$ cat src/rtl/lsu_pkg.sv
// lsu_pkg: shared funct3 codes, FSM encoding and request legality check for the load/store unit.
package lsu_pkg;
  localparam int CPU_WIDTH = 32;
  localparam logic [2:0] F3_LB  = 3'b000;
  localparam logic [2:0] F3_LH  = 3'b001;
  localparam logic [2:0] F3_LW  = 3'b010;
  localparam logic [2:0] F3_LBU = 3'b100;
  localparam logic [2:0] F3_LHU = 3'b101;
  localparam logic [2:0] F3_SB  = 3'b000;
  localparam logic [2:0] F3_SH  = 3'b001;
  localparam logic [2:0] F3_SW  = 3'b010;
  typedef enum logic [2:0] {
    ST_IDLE  = 3'd0,
    ST_LOAD  = 3'd1,
    ST_READ  = 3'd2,
    ST_WRITE = 3'd3,
    ST_RESP  = 3'd4
  } state_e;
  function automatic logic lsu_err(input logic we, input logic [2:0] f3, input logic [1:0] off);
    logic ill, mis;
    ill = we ? (f3 >= 3'b011) : (f3 == 3'b011 || f3[2:1] == 2'b11);
    mis = (f3[1:0] == 2'b01 && off[0]) || (f3[1:0] == 2'b10 && off != 2'b00);
    return ill || mis;
  endfunction
endpackage

$ cat src/rtl/lsu_align.sv
// lsu_align: byte-lane extraction/extension for loads and lane merge for sub-word stores.
module lsu_align
  import lsu_pkg::*;
(
  input  logic [2:0]           funct3_i,
  input  logic [1:0]           off_i,
  input  logic [CPU_WIDTH-1:0] rdata_i,
  input  logic [CPU_WIDTH-1:0] wdata_i,
  output logic [CPU_WIDTH-1:0] load_o,
  output logic [CPU_WIDTH-1:0] merge_o
);
  logic [7:0]  b;
  logic [15:0] h;
  always_comb begin
    b = rdata_i[8*off_i +: 8];
    h = off_i[1] ? rdata_i[31:16] : rdata_i[15:0];
    load_o = funct3_i == F3_LB  ? {{24{b[7]}}, b} :
             funct3_i == F3_LBU ? {24'b0, b} :
             funct3_i == F3_LH  ? {{16{h[15]}}, h} :
             funct3_i == F3_LHU ? {16'b0, h} : rdata_i;
    merge_o = funct3_i == F3_SW ? wdata_i : rdata_i;
    if (funct3_i == F3_SB) merge_o[8*off_i +: 8] = wdata_i[7:0];
    if (funct3_i == F3_SH) merge_o[16*off_i[1] +: 16] = wdata_i[15:0];
  end
endmodule

$ cat src/rtl/lsu.sv
// lsu: single-outstanding RV32I load/store unit over a word-only data memory.
// Sub-word stores are done as read-modify-write; memory outputs depend on registered state only.
module lsu
  import lsu_pkg::*;
#(
  parameter int ADDR_WIDTH = CPU_WIDTH
) (
  input  logic                  clk,
  input  logic                  rst_n,
  input  logic                  req_valid_i,
  output logic                  req_ready_o,
  input  logic                  req_we_i,
  input  logic [2:0]            req_funct3_i,
  input  logic [ADDR_WIDTH-1:0] req_addr_i,
  input  logic [CPU_WIDTH-1:0]  req_wdata_i,
  input  logic [4:0]            req_rd_i,
  output logic                  rsp_valid_o,
  output logic [CPU_WIDTH-1:0]  rsp_rdata_o,
  output logic [4:0]            rsp_rd_o,
  output logic                  rsp_err_o,
  output logic [ADDR_WIDTH-1:0] mem_addr_o,
  output logic                  mem_wr_en_o,
  output logic [CPU_WIDTH-1:0]  mem_wdata_o,
  input  logic [CPU_WIDTH-1:0]  mem_rdata_i
);
  state_e                state_q, state_d;
  logic                  we_q, we_d, err_q, err_d;
  logic [2:0]            funct3_q, funct3_d;
  logic [ADDR_WIDTH-1:0] addr_q, addr_d;
  logic [CPU_WIDTH-1:0]  wdata_q, wdata_d, merge_q, merge_d, rdata_q, rdata_d;
  logic [4:0]            rd_q, rd_d;
  logic [CPU_WIDTH-1:0]  load_w, merge_w;
  logic                  mem_active, resp;

  lsu_align u_align (
    .funct3_i(funct3_q),
    .off_i   (addr_q[1:0]),
    .rdata_i (mem_rdata_i),
    .wdata_i (wdata_q),
    .load_o  (load_w),
    .merge_o (merge_w)
  );

  always_comb begin
    state_d  = state_q;
    we_d     = we_q;
    err_d    = err_q;
    funct3_d = funct3_q;
    addr_d   = addr_q;
    wdata_d  = wdata_q;
    merge_d  = merge_q;
    rdata_d  = rdata_q;
    rd_d     = rd_q;
    case (state_q)
      ST_IDLE: if (req_valid_i) begin
        we_d     = req_we_i;
        funct3_d = req_funct3_i;
        addr_d   = req_addr_i;
        wdata_d  = req_wdata_i;
        rd_d     = req_rd_i;
        merge_d  = req_wdata_i;
        rdata_d  = '0;
        err_d    = lsu_err(req_we_i, req_funct3_i, req_addr_i[1:0]);
        state_d  = err_d ? ST_RESP : !req_we_i ? ST_LOAD : req_funct3_i == F3_SW ? ST_WRITE : ST_READ;
      end
      ST_LOAD: begin
        rdata_d = load_w;
        state_d = ST_RESP;
      end
      ST_READ: begin
        merge_d = merge_w;
        state_d = ST_WRITE;
      end
      ST_WRITE: state_d = ST_RESP;
      default:  state_d = ST_IDLE;
    endcase
  end

  always_ff @(posedge clk or negedge rst_n) begin
    if (!rst_n) begin
      state_q  <= ST_IDLE;
      we_q     <= 1'b0;
      err_q    <= 1'b0;
      funct3_q <= '0;
      addr_q   <= '0;
      wdata_q  <= '0;
      merge_q  <= '0;
      rdata_q  <= '0;
      rd_q     <= '0;
    end else begin
      state_q  <= state_d;
      we_q     <= we_d;
      err_q    <= err_d;
      funct3_q <= funct3_d;
      addr_q   <= addr_d;
      wdata_q  <= wdata_d;
      merge_q  <= merge_d;
      rdata_q  <= rdata_d;
      rd_q     <= rd_d;
    end
  end

  // we_q only distinguishes the paths at accept; responses are fully described by rdata/err
  logic unused_we;
  assign unused_we   = we_q;
  assign mem_active  = state_q == ST_LOAD || state_q == ST_READ || state_q == ST_WRITE;
  assign resp        = state_q == ST_RESP;
  assign req_ready_o = state_q == ST_IDLE;
  assign rsp_valid_o = resp;
  assign rsp_rdata_o = resp ? rdata_q : '0;
  assign rsp_rd_o    = resp ? rd_q : '0;
  assign rsp_err_o   = resp & err_q;
  assign mem_addr_o  = mem_active ? {addr_q[ADDR_WIDTH-1:2], 2'b00} : '0;
  assign mem_wr_en_o = state_q == ST_WRITE;
  assign mem_wdata_o = state_q == ST_WRITE ? merge_q : '0;
endmodule
$ cat config.mk
export PLATFORM = sky130hd
export DESIGN_NAME = lsu
export DESIGN_NICKNAME = d
export VERILOG_FILES = /design/src/rtl/lsu_pkg.sv /design/src/rtl/lsu_align.sv /design/src/rtl/lsu.sv
export SDC_FILE = /design/constraint.sdc
export NUM_CORES = 1
export LEC_CHECK = 0
export ABC_AREA = 1
export BUFFER_PORTS_ARGS = -buffer_cell sky130_fd_sc_hd__buf_2
export CELL_PAD_IN_SITES_DETAIL_PLACEMENT = 1
export CELL_PAD_IN_SITES_GLOBAL_PLACEMENT = 1
export CORE_MARGIN = 4
export CORE_UTILIZATION = 41
export CTS_BUF_LIST = sky130_fd_sc_hd__clkbuf_2 sky130_fd_sc_hd__clkbuf_4 sky130_fd_sc_hd__clkbuf_8
export DETAILED_ROUTE_END_ITERATION = 8
export PLACE_DENSITY_LB_ADDON = 0.1
export SETUP_SLACK_MARGIN = 0.2
export SYNTH_ARGS = -nofsm -noshare
export SYNTH_HDL_FRONTEND = slang
export SYNTH_HIERARCHICAL = 1
export SYNTH_SLANG_ARGS = --single-unit
$ cat constraint.sdc
create_clock -name clk -period 5.1 [get_ports clk]
set_input_delay 1.275 -clock clk [delete_from_list [all_inputs] [get_ports clk]]
set_output_delay 1.275 -clock clk [all_outputs]
set_load 0.05 [all_outputs]
==> flow_summary.json <==
{
  "run_status": "complete, no violations",
  "crit_type": "flop to output port",
  "placed_cell_area_um2": 9510,
  "final.min_clock_period_ps": 3690,
  "dieArea_um2": 22900,
  "finalMaxSlewViolations": 0,
  "yosysTopAreaCell": "dfrtp_1",
  "synthFlopType": "dfrtp_1",
  "areaGrowthSynthToFinish_pct": 17.8,
  "cp_slowest_cell": "inv_1",
  "drv_cap": 0,
  "row_count": 52,
  "fp.coreArea_um2": 20200,
  "dp_cells": 1696,
  "crit_path_start_kind": "flop",
  "cts_setup_buffers": 0,
  "htree_num_levels": 4,
  "drcViolationCount": 0,
  "synth_top_area_frac": 0.417,
  "grt_max_degree": 105,
  "fin_skew_ps": 14.9,
  "wirelength_mm": 28.6,
  "slew_headroom": 0.214,
  "highest_layer": "met4",
  "chipWidth_um": 151,
  "dr.pass1.iters": 5,
  "wl_met3_mm": 1.10,
  "initial_utilization": 0.416,
  "synth_common_cells": "nand2_1 (426), nand3_1 (194), inv_1 (170), dfrtp_1 (140), nor2_1 (128)",
  "via_count": 8714,
  "yosysSeqAreaShare": 0.417,
  "synth_edf_count": 0,
  "layout.nets": 1558,
  "fmax_mhz": 271,
  "yosys_register_bits": 140,
  "synth_area_leaders": "dfrtp_1 (42%), nand2_1 (19%), nand3_1 (12%), inv_1 (7.6%), nor2_1 (5.7%)",
  "path_cells": "nor2_1 -> inv_1 -> nor2_1 -> inv_1 -> nor2_1 -> buf_2",
  "clk-insertion-delay-late_ps": 460,
  "worstHoldPathType": "flop to flop",
  "ctsRootBufferMaster": "clkbuf_8",
  "multi_input_area_um2": 3910,
  "vias_per_cell": 5.03,
  "hold_viol": 0,
  "dr_wl_met2_mm": 13.9,
  "required_ps": 3830,
  "leakage_nw": 5.58,
  "cts_resized": 0,
  "drive_gt1_frac": 0.182,
  "syn_avg_cell_area_um2": 6.55,
  "end_kind": "output port",
  "grt_pass1_wl_mm": 45.8,
  "die_y_um": 151,
  "ant_nets": 0,
  "peakVddDrop_mv": 0.240,
  "ios": 213,
  "final_cells": 1731,
  "antenna_found_initial": 2,
  "cts_inserted_buffers": 17,
  "clkSinkCount": 140,
  "gp_congestion": 0.898,
  "syn_area_um2": 8410,
  "powerDensity_nw_per_um2": 623,
  "holdPathStages": 2,
  "grt_overflow": 0,
  "dp_hpwl_mm": 21.1,
  "crit_path_frequent_cell": "nor2_1",
  "regArea_um2": 3500,
  "yosysUniqueCellTypes": 22,
  "drt_iter0_drc": 561,
  "fin_area_um2": 9900,
  "fin_setup_tns_ps": 0,
  "worst_path_largest_cell_delay_ps": 470,
  "globalRouteTotalUtil": 0.253,
  "reg2reg_depth": 7,
  "clk_pin_slew_ps": 90,
  "fillers": 2798,
  "layout_worst_path_cycle_share": 0.723,
  "async_flop_share": 1.00,
  "yosysMostFrequentCell": "nand2_1",
  "grt_pass1_vias": 8859,
  "cts_tree": "yes",
  "rsz0062_at_grt": "false",
  "path_max_fanout": 38,
  "cts_hold_repair.buffers": 0,
  "ctsLongestPathBuffers": 2,
  "total_power_mw": 6.17,
  "ys_warn_count": 6,
  "tightest_slew_ps": 1180,
  "final_util": 0.489,
  "io_buffers": 210,
  "setup_viol_count_final": 0,
  "worstPathArrival_ps": 2410,
  "synthCells": 1283,
  "wl_per_cell_um": 16.5,
  "wl_met1_mm": 12.9
}
[registers in the layout (all words and copies together) (netlist names)]
name,flops
rd_q,5
addr_q,32
rdata_q,32
funct3_q,3
state_q,3
err_q,1
wdata_q,32
merge_q,32
[power by group]
group	switching, mW	internal, mW	total [mW]
clock network	0.493	0.415	0.908
registers	0.356	1.62	1.98
logic	2.42	0.858	3.28
total	3.27	2.90	6.17
[stage by stage]
| stage | setup WS, ps | hold WS (ps) |
|---|---|---|
| after detailed placement | 1850 | 461 |
| after global placement | 1960 | 459 |
| after CTS | 1310 | 483 |
| final | 1410 | 479 |
| after floorplan | 1390 | 443 |
| after global routing | 1090 | 497 |
[final cells by class]
| type | count | area share |
|---|---|---|
| multi-input cells | 896 | 0.394 |
| flip-flops and latches | 140 | 0.354 |
| repair buffers | 215 | 0.112 |
| inverters | 175 | 0.0663 |
| well taps | 270 | 0.0341 |
| clock buffers | 19 | 0.0258 |
| clock inverters | 13 | 0.0130 |
| diodes | 3 | 0.000758 |
[cell families after synthesis]
| logic type | share of synthesized area |
|---|---|
| flip-flops | 0.417 |
| AO/OA/AOI/OAI | 0.0808 |
| buffers and inverters | 0.120 |
| other | 0.000446 |
| AND/OR/NAND/NOR | 0.374 |
| adder cells (fa/ha/maj) | 0.00744 |
[worst paths after layout]
kind | startpoint | endpoint | slack (ps)
hold / removal | wdata_q[29]$_DFFE_PN0P_ | wdata_q[29]$_DFFE_PN0P_ | 480
min in group asynchronous | rst_n | merge_q[2]$_DFFE_PN0P_ | 780
setup reg to reg | funct3_q[1]$_DFFE_PN0P_ | merge_q[15]$_DFFE_PN0P_ | 1880
hold reg to reg | wdata_q[29]$_DFFE_PN0P_ | wdata_q[29]$_DFFE_PN0P_ | 480
max in group asynchronous | rst_n | merge_q[31]$_DFFE_PN0P_ | 3470
setup / recovery | state_q[1]$_DFFE_PN0P_ | rsp_err_o | 1410
[layer usage]
layer	global-route usage	vias up
met5	0	-
met4	0.0866	0
met3	0.0323	43
met2	0.420	220
met1	0.341	4159
li1	-	4292
[worst max-delay path: cells and delay by family (launching register included)]
family,cells,cell delay (ps)
AND/OR/NAND/NOR,3,660
flip-flops,1,430
buffers and inverters,3,860
[layout by cell type, fill, tap and decap left out, drive strengths merged]
| cell type | Yosys | routed |
|---|---|---|
| conb | 1 | 2 |
| a21oi | 18 | 18 |
| o21ai | 99 | 99 |
| clkinv | 0 | 1 |
| clkinvlp | 0 | 4 |
| dfrtp | 140 | 140 |
| nor2 | 137 | 137 |
| nand2 | 428 | 428 |
| ha | 5 | 5 |
| o211ai | 12 | 12 |
| bufinv | 0 | 1 |
| clkbuf | 42 | 19 |
| nand3 | 195 | 195 |
| buf | 31 | 215 |
| inv | 175 | 182 |
| diode | 0 | 3 |
No activity file was read; power rests on OpenSTA's default activity.
